<file path="src/rtl/uart_tx_queue.sv">
// Transmit byte queue: circular FIFO feeding a UART transmitter one byte per tx_start/tx_done handshake.
// Latency: a byte written into an empty, idle queue produces tx_start on the second edge after the write.
// Backpressure: writes into a full queue are dropped and set sticky overflow; optional almost_full via UART_TXQ_ALMOST_FULL_EN.
module uart_tx_queue #(
    parameter int DATA_W   = 8,
    parameter int DEPTH    = 16,
    parameter int AF_LEVEL = 12
) (
    input  logic                   clk,
    input  logic                   reset,
    input  logic                   wr_en,
    input  logic [DATA_W-1:0]      wr_data,
    output logic                   full,
    output logic                   empty,
    output logic [$clog2(DEPTH):0] count,
    output logic                   overflow,
    output logic                   tx_start,
    output logic [DATA_W-1:0]      tx_data,
    input  logic                   tx_done,
    output logic                   busy,
    output logic                   almost_full
);

    localparam int AW = $clog2(DEPTH);
    localparam int CW = AW + 1;

    typedef enum logic [1:0] {
        IDLE,
        ARM,
        WAIT_DONE
    } state_t;

    logic [DATA_W-1:0] mem [DEPTH];
    logic [AW-1:0]     wr_ptr;
    logic [AW-1:0]     rd_ptr;
    state_t            state;
    state_t            state_nxt;
    logic              tx_start_nxt;
    logic              busy_nxt;
    logic [DATA_W-1:0] tx_data_nxt;
    logic              pop;
    logic              wr_acc;
    logic [CW-1:0]     count_nxt;

    assign empty     = (count == '0);
    assign full      = (count == CW'(DEPTH));
    // A pop in the same cycle frees the slot the write lands in.
    assign wr_acc    = wr_en & (~full | pop);
    assign count_nxt = count + CW'(wr_acc) - CW'(pop);

    always_comb begin
        state_nxt    = state;
        tx_start_nxt = 1'b0;
        busy_nxt     = busy;
        tx_data_nxt  = tx_data;
        pop          = 1'b0;
        case (state)
            IDLE: begin
                if (!empty) begin
                    pop          = 1'b1;
                    tx_data_nxt  = mem[rd_ptr];
                    tx_start_nxt = 1'b1;
                    busy_nxt     = 1'b1;
                    state_nxt    = ARM;
                end
            end
            ARM: begin
                // Wait for tx_done to drop so a done level left over from the last frame is not taken as completion.
                if (!tx_done) begin
                    state_nxt = WAIT_DONE;
                end
            end
            WAIT_DONE: begin
                if (tx_done) begin
                    busy_nxt  = 1'b0;
                    state_nxt = IDLE;
                end
            end
            default: begin
                state_nxt = IDLE;
            end
        endcase
    end

    always_ff @(posedge clk) begin
        if (reset) begin
            state    <= IDLE;
            tx_start <= 1'b0;
            tx_data  <= '0;
            busy     <= 1'b0;
            wr_ptr   <= '0;
            rd_ptr   <= '0;
            count    <= '0;
            overflow <= 1'b0;
        end else begin
            state    <= state_nxt;
            tx_start <= tx_start_nxt;
            tx_data  <= tx_data_nxt;
            busy     <= busy_nxt;
            count    <= count_nxt;
            if (wr_acc) begin
                wr_ptr <= wr_ptr + 1'b1;
            end
            if (pop) begin
                rd_ptr <= rd_ptr + 1'b1;
            end
            if (wr_en && !wr_acc) begin
                overflow <= 1'b1;
            end
        end
    end

    always_ff @(posedge clk) begin
        if (!reset && wr_acc) begin
            mem[wr_ptr] <= wr_data;
        end
    end

`ifdef UART_TXQ_ALMOST_FULL_EN
    always_ff @(posedge clk) begin
        if (reset) begin
            almost_full <= 1'b0;
        end else begin
            almost_full <= (count_nxt >= CW'(AF_LEVEL));
        end
    end
`else
    assign almost_full = 1'b0;
`endif

endmodule

</file>
<file path="config.mk">
export PLATFORM = sky130hd
export DESIGN_NAME = uart_tx_queue
export DESIGN_NICKNAME = d
export VERILOG_FILES = /design/src/rtl/uart_tx_queue.sv
export SDC_FILE = /design/constraint.sdc
export NUM_CORES = 1
export LEC_CHECK = 0
export ABC_AREA = 1
export CAP_MARGIN = 30
export CORE_ASPECT_RATIO = 0.5
export CORE_MARGIN = 2
export CORE_UTILIZATION = 45
export CTS_BUF_LIST = sky130_fd_sc_hd__clkbuf_16
export DETAILED_ROUTE_END_ITERATION = 10
export PLACE_DENSITY = 0.66
export SYNTH_ARGS = -nofsm -noshare
export SYNTH_HDL_FRONTEND = slang
export SYNTH_SLANG_ARGS = --single-unit
</file>
<file path="constraint.sdc">
create_clock -name clk -period 2.29 [get_ports clk]
set_input_delay 0.687 -clock clk [delete_from_list [all_inputs] [get_ports clk]]
set_output_delay 0.687 -clock clk [all_outputs]
set_load 0.005 [all_outputs]
</file>
==> tab_implementation.tex <==
\begin{tabular}{lr}
\hline
Metric & Value \\
\hline
\multicolumn{2}{l}{\textbf{Worst setup path}} \\
Setup CP Type & register to register \\
Required time at the worst-slack endpoint & 2.60 ns \\
Arrival time of the worst setup path & 2.50 ns \\
Highest-delay cell along the critical path & fa\_2 \\
Worst R2R Start & count[2] \\
Biggest cell delay along the critical path & 0.37 ns \\
R2r setup slk & 0.1 ns \\
Number of cell instances on the worst register-to-register path & 14 \\
Largest driver fanout on the critical path & 7 \\
Cell-by-cell trace of the critical path & inv\_2 -> ha\_2 -> nand4\_1 -> nand2\_2 -> buf\_6 -> inv\_2 -> nand2\_2 -> nand2\_1 -> ha\_2 -> fa\_2 -> a21oi\_2 -> o21bai\_1 -> o21ai\_1 -> a21oi\_1 \\
Crit path buffers/inverters & 3 \\
Setup crit start kind & register \\
Capturing point of the worst reg2reg path & count[4] \\
Endpoint class of the critical path & register \\
Kind of cell with the highest combined delay on the critical path & adder cells \\
\multicolumn{2}{l}{\textbf{Die}} \\
Die W & 177.4 um \\
Full die area & 16080 um\^{}2 \\
Placeable core area & 14580 um\^{}2 \\
Top Ports & 31 \\
Initial Utilization & 46.36\% \\
Floorplan die height & 90.68 um \\
Num rows & 31 \\
\multicolumn{2}{l}{\textbf{Hold path}} \\
Kind of path behind the tightest hold check & register to register \\
Min-Delay Endpoint & busy \\
Number of cells on the worst hold path & 1 \\
Hold Startpoint & busy \\
\multicolumn{2}{l}{\textbf{Cells and area}} \\
Layout overhead on the synthesized area & 18.43\% \\
Final design utilization & 54.91\% \\
Share of cells above drive strength 1 & 12.17\% \\
Final cell count without fillers & 962 \\
Number of fillers in the final layout & 1271 \\
Total number of nets in the final design & 774 \\
Ant diodes & 0 \\
\multicolumn{2}{l}{\textbf{Route}} \\
Average wire per standard cell & 15.57 um \\
ANT nets after route & 0 \\
DRC & 0 \\
Via density per instance & 5.010 \\
Wire length after detailed routing & 14980 um \\
Detailed Route Iter0 Violations & 367 \\
Via total after detailed routing & 4820 \\
Total iterations of the first detailed-routing run & 5 \\
\multicolumn{2}{l}{\textbf{Clock network}} \\
H-tree depth & 4 \\
Clock tree sinks & 154 \\
Number of setup buffers added after CTS & 0 \\
Number of buffers created by CTS & 17 \\
Clock Latency Late Sink & 0.42 ns \\
Clock input transition at the sequential cells of the worst setup and hold paths & 0.06 ns \\
Maximum clock path buffer count & 2 \\
Root buffer cell & clkbuf\_16 \\
Hold buffer count at CTS & 0 \\
Clock tree from TritonCTS & built \\
\multicolumn{2}{l}{\textbf{STA}} \\
Total setup violations reported at the end of the flow & 0 \\
Max transition margin & 54.30\% \\
Slew of the pin with the lowest slew margin & 0.6855 ns \\
Time the worst path needs with I/O delays and setup & 2.192 ns \\
Worst slack on hold paths & 0.4759 ns \\
Endpoints failing hold & 0 \\
Count of final max-slew check failures & 0 \\
Portion of the clock cycle consumed by the worst path in the final layout & 95.73\% \\
Setup repair after global routing missed its margin & true \\
Maximum clock rate & 456.2 MHz \\
Worst setup skew after layout & 0.007332 ns \\
\multicolumn{2}{l}{\textbf{Global routing}} \\
Vias in the first global route & 4437 \\
All-layer global routing usage & 19.58\% \\
Largest net degree at the start of global routing & 67 \\
Wire length of the first global-routing pass & 23390 um \\
Overflow left after global routing & 0 \\
Number of antenna violations at the first check in global routing & 0 \\
\multicolumn{2}{l}{\textbf{Logic synthesis}} \\
Library cells used by synthesis & 27 \\
Number of enable flip-flop cells after synthesis & 128 \\
Yosys synthesis warning count & 0 \\
Syn Inst Count & 692 \\
Ranking of synthesized cells by area & edfxtp\_1 57\%, nand2\_1 12\%, dfxtp\_1 7.7\%, nand3\_1 7.0\%, inv\_1 4.9\% \\
Share of the synthesized area in the top cell type & 56.85\% \\
Synthesized area per cell & 9.771 um\^{}2 \\
Most common cell in the netlist & nand2\_1 \\
Biggest area consumer among synthesized cells & edfxtp\_1 \\
Async set-or-reset flop fraction in the synthesized netlist & 0\% \\
Sequential area share after synthesis & 64.54\% \\
Primary flip-flop cell chosen by synthesis mapping & edfxtp\_1 \\
Number of nets produced by synthesis & 715 \\
Commonest cells in the synthesized netlist & 224 x nand2\_1, 128 x edfxtp\_1, 95 x nand3\_1 \\
Flip-flop and latch count after synthesis & 154 \\
Netlist Area Pre-Place & 6761 um\^{}2 \\
\multicolumn{2}{l}{\textbf{Power and ir drop}} \\
Ratio of total power to cell area & 1067 nW/um\^{}2 \\
Internal power of the cells & 0.005742 W \\
Seq pwr share & 38.7\% \\
Net Switching & 0.002803 W \\
Combinational share of power & 30.7\% \\
Switching power as a share of total power & 32.81\% \\
Maximum vdd ir drop & 678.1 uV \\
Leak pwr & 3.424 nW \\
Power, Total & 0.008545 W \\
Part of the total power dissipated in the clock network & 30.5\% \\
\multicolumn{2}{l}{\textbf{Run status}} \\
Result of the run & completed \\
\multicolumn{2}{l}{\textbf{Place}} \\
Placer congestion estimate & 0.8791 \\
Count of buffers from port buffering & 29 \\
Placed cell count & 930 \\
Dpl hpwl & 9463 um \\
\multicolumn{2}{l}{\textbf{Run}} \\
Number of max-cap violations & 0 \\
\hline
\end{tabular}
[cells in the final DEF (no fill, tap or decap), types with 4 or more instances in the layout]
cell type / count
inv_1: 88
dfxtp_1: 24
xor2_1: 4
clkinv_2: 6
inv_2: 10
clkbuf_16: 18
nor2_1: 47
nand2_1: 222
nand3_1: 95
clkdlybuf4s50_1: 27
o21ai_1: 5
buf_4: 42
a21oi_1: 10
edfxtp_1: 128
ha_1: 8
[power groups by stage]
stage	Combinational, W	Sequential (W)	Clock (W)
CTS	0.00258	0.00331	0.00264
finish	0.00263	0.00331	0.00261
detailed placement	0.00257	0.00337	0
global route	0.00294	0.00333	0.00273
floorplan	0.00173	0.00337	0
global placement	0.00253	0.00336	0
[timing repair]
item	in CTS	in global routing
pin swaps	1	6
setup endpoints to repair	2	3
resized for setup	5	8
cloned	0	0
[stage by stage]
step | instance area (um^2) | setup TNS (ns) | setup WS, ns
after floorplan | 6766 | 0 | 0.01076
after global placement | 7435 | -1.205 | -0.1956
after detailed placement | 7435 | -2.671 | -0.2193
after CTS | 7991 | 0 | 0.01469
after global routing | 8008 | -0.05255 | -0.04460
final | 8008 | 0 | 0.09784
[worst register-to-register path: stages (launching register included)]
cell      delay, ns
dfxtp_2        0.33
inv_2          0.06
ha_2           0.18
nand4_1        0.15
nand2_2        0.13
buf_6          0.14
inv_2          0.04
nand2_2        0.06
nand2_1        0.05
ha_2           0.18
fa_2           0.37
a21oi_2        0.12
o21bai_1       0.08
o21ai_1        0.12
a21oi_1        0.05
[flip-flops by register name, summed over array words and instances (netlist names)]
| register | flops |
|---|---|
| tx_data | 8 |
| state | 2 |
| overflow | 1 |
| mem | 128 |
| count | 5 |
| rd_ptr | 4 |
| tx_start | 1 |
| wr_ptr | 4 |
| busy | 1 |
[routing by layer]
metal | wire, um | vias to the layer above | part of all wire, % | GRT usage [%]
met5 | 0 | - | 0 | 0
met4 | 329 | 0 | 2.2 | 7.855
li1 | - | 2343 | - | -
met1 | 6825 | 2281 | 46 | 27.41
met2 | 6895 | 167 | 46 | 30.29
met3 | 930 | 29 | 6.2 | 3.577
[cell type report]
type,instances,area [um^2],area share [%]
clock inverters,14,105.1,1.313
multi-input cells,407,1834,22.91
repair buffers,73,635.6,7.938
clock buffers,18,450.4,5.625
inverters,98,367.9,4.594
well taps,198,247.7,3.094
flip-flops and latches,154,4367,54.53
[worst max-delay path by stage]
stage | start | to | slack [ns] | cells after the start
floorplan | count[3] | count[4] | 0.01 | 15
global placement | wr_en | count[4] | -0.20 | 10
detailed placement | wr_en | count[4] | -0.22 | 10
CTS | count[3] | full | 0.01 | 6
global route | count[3] | count[4] | -0.04 | 15
finish | count[2] | count[4] | 0.1 | 14
[logic make-up after synthesis]
logic type,synth area share [%]
adder cells (fa/ha/maj),2.147
XOR/XNOR,0.6476
buffers and inverters,8.605
AO/OA/AOI/OAI,1.592
AND/OR/NAND/NOR,22.41
other,0.05546
flip-flops,64.54
(Power assumes the default switching activity.)
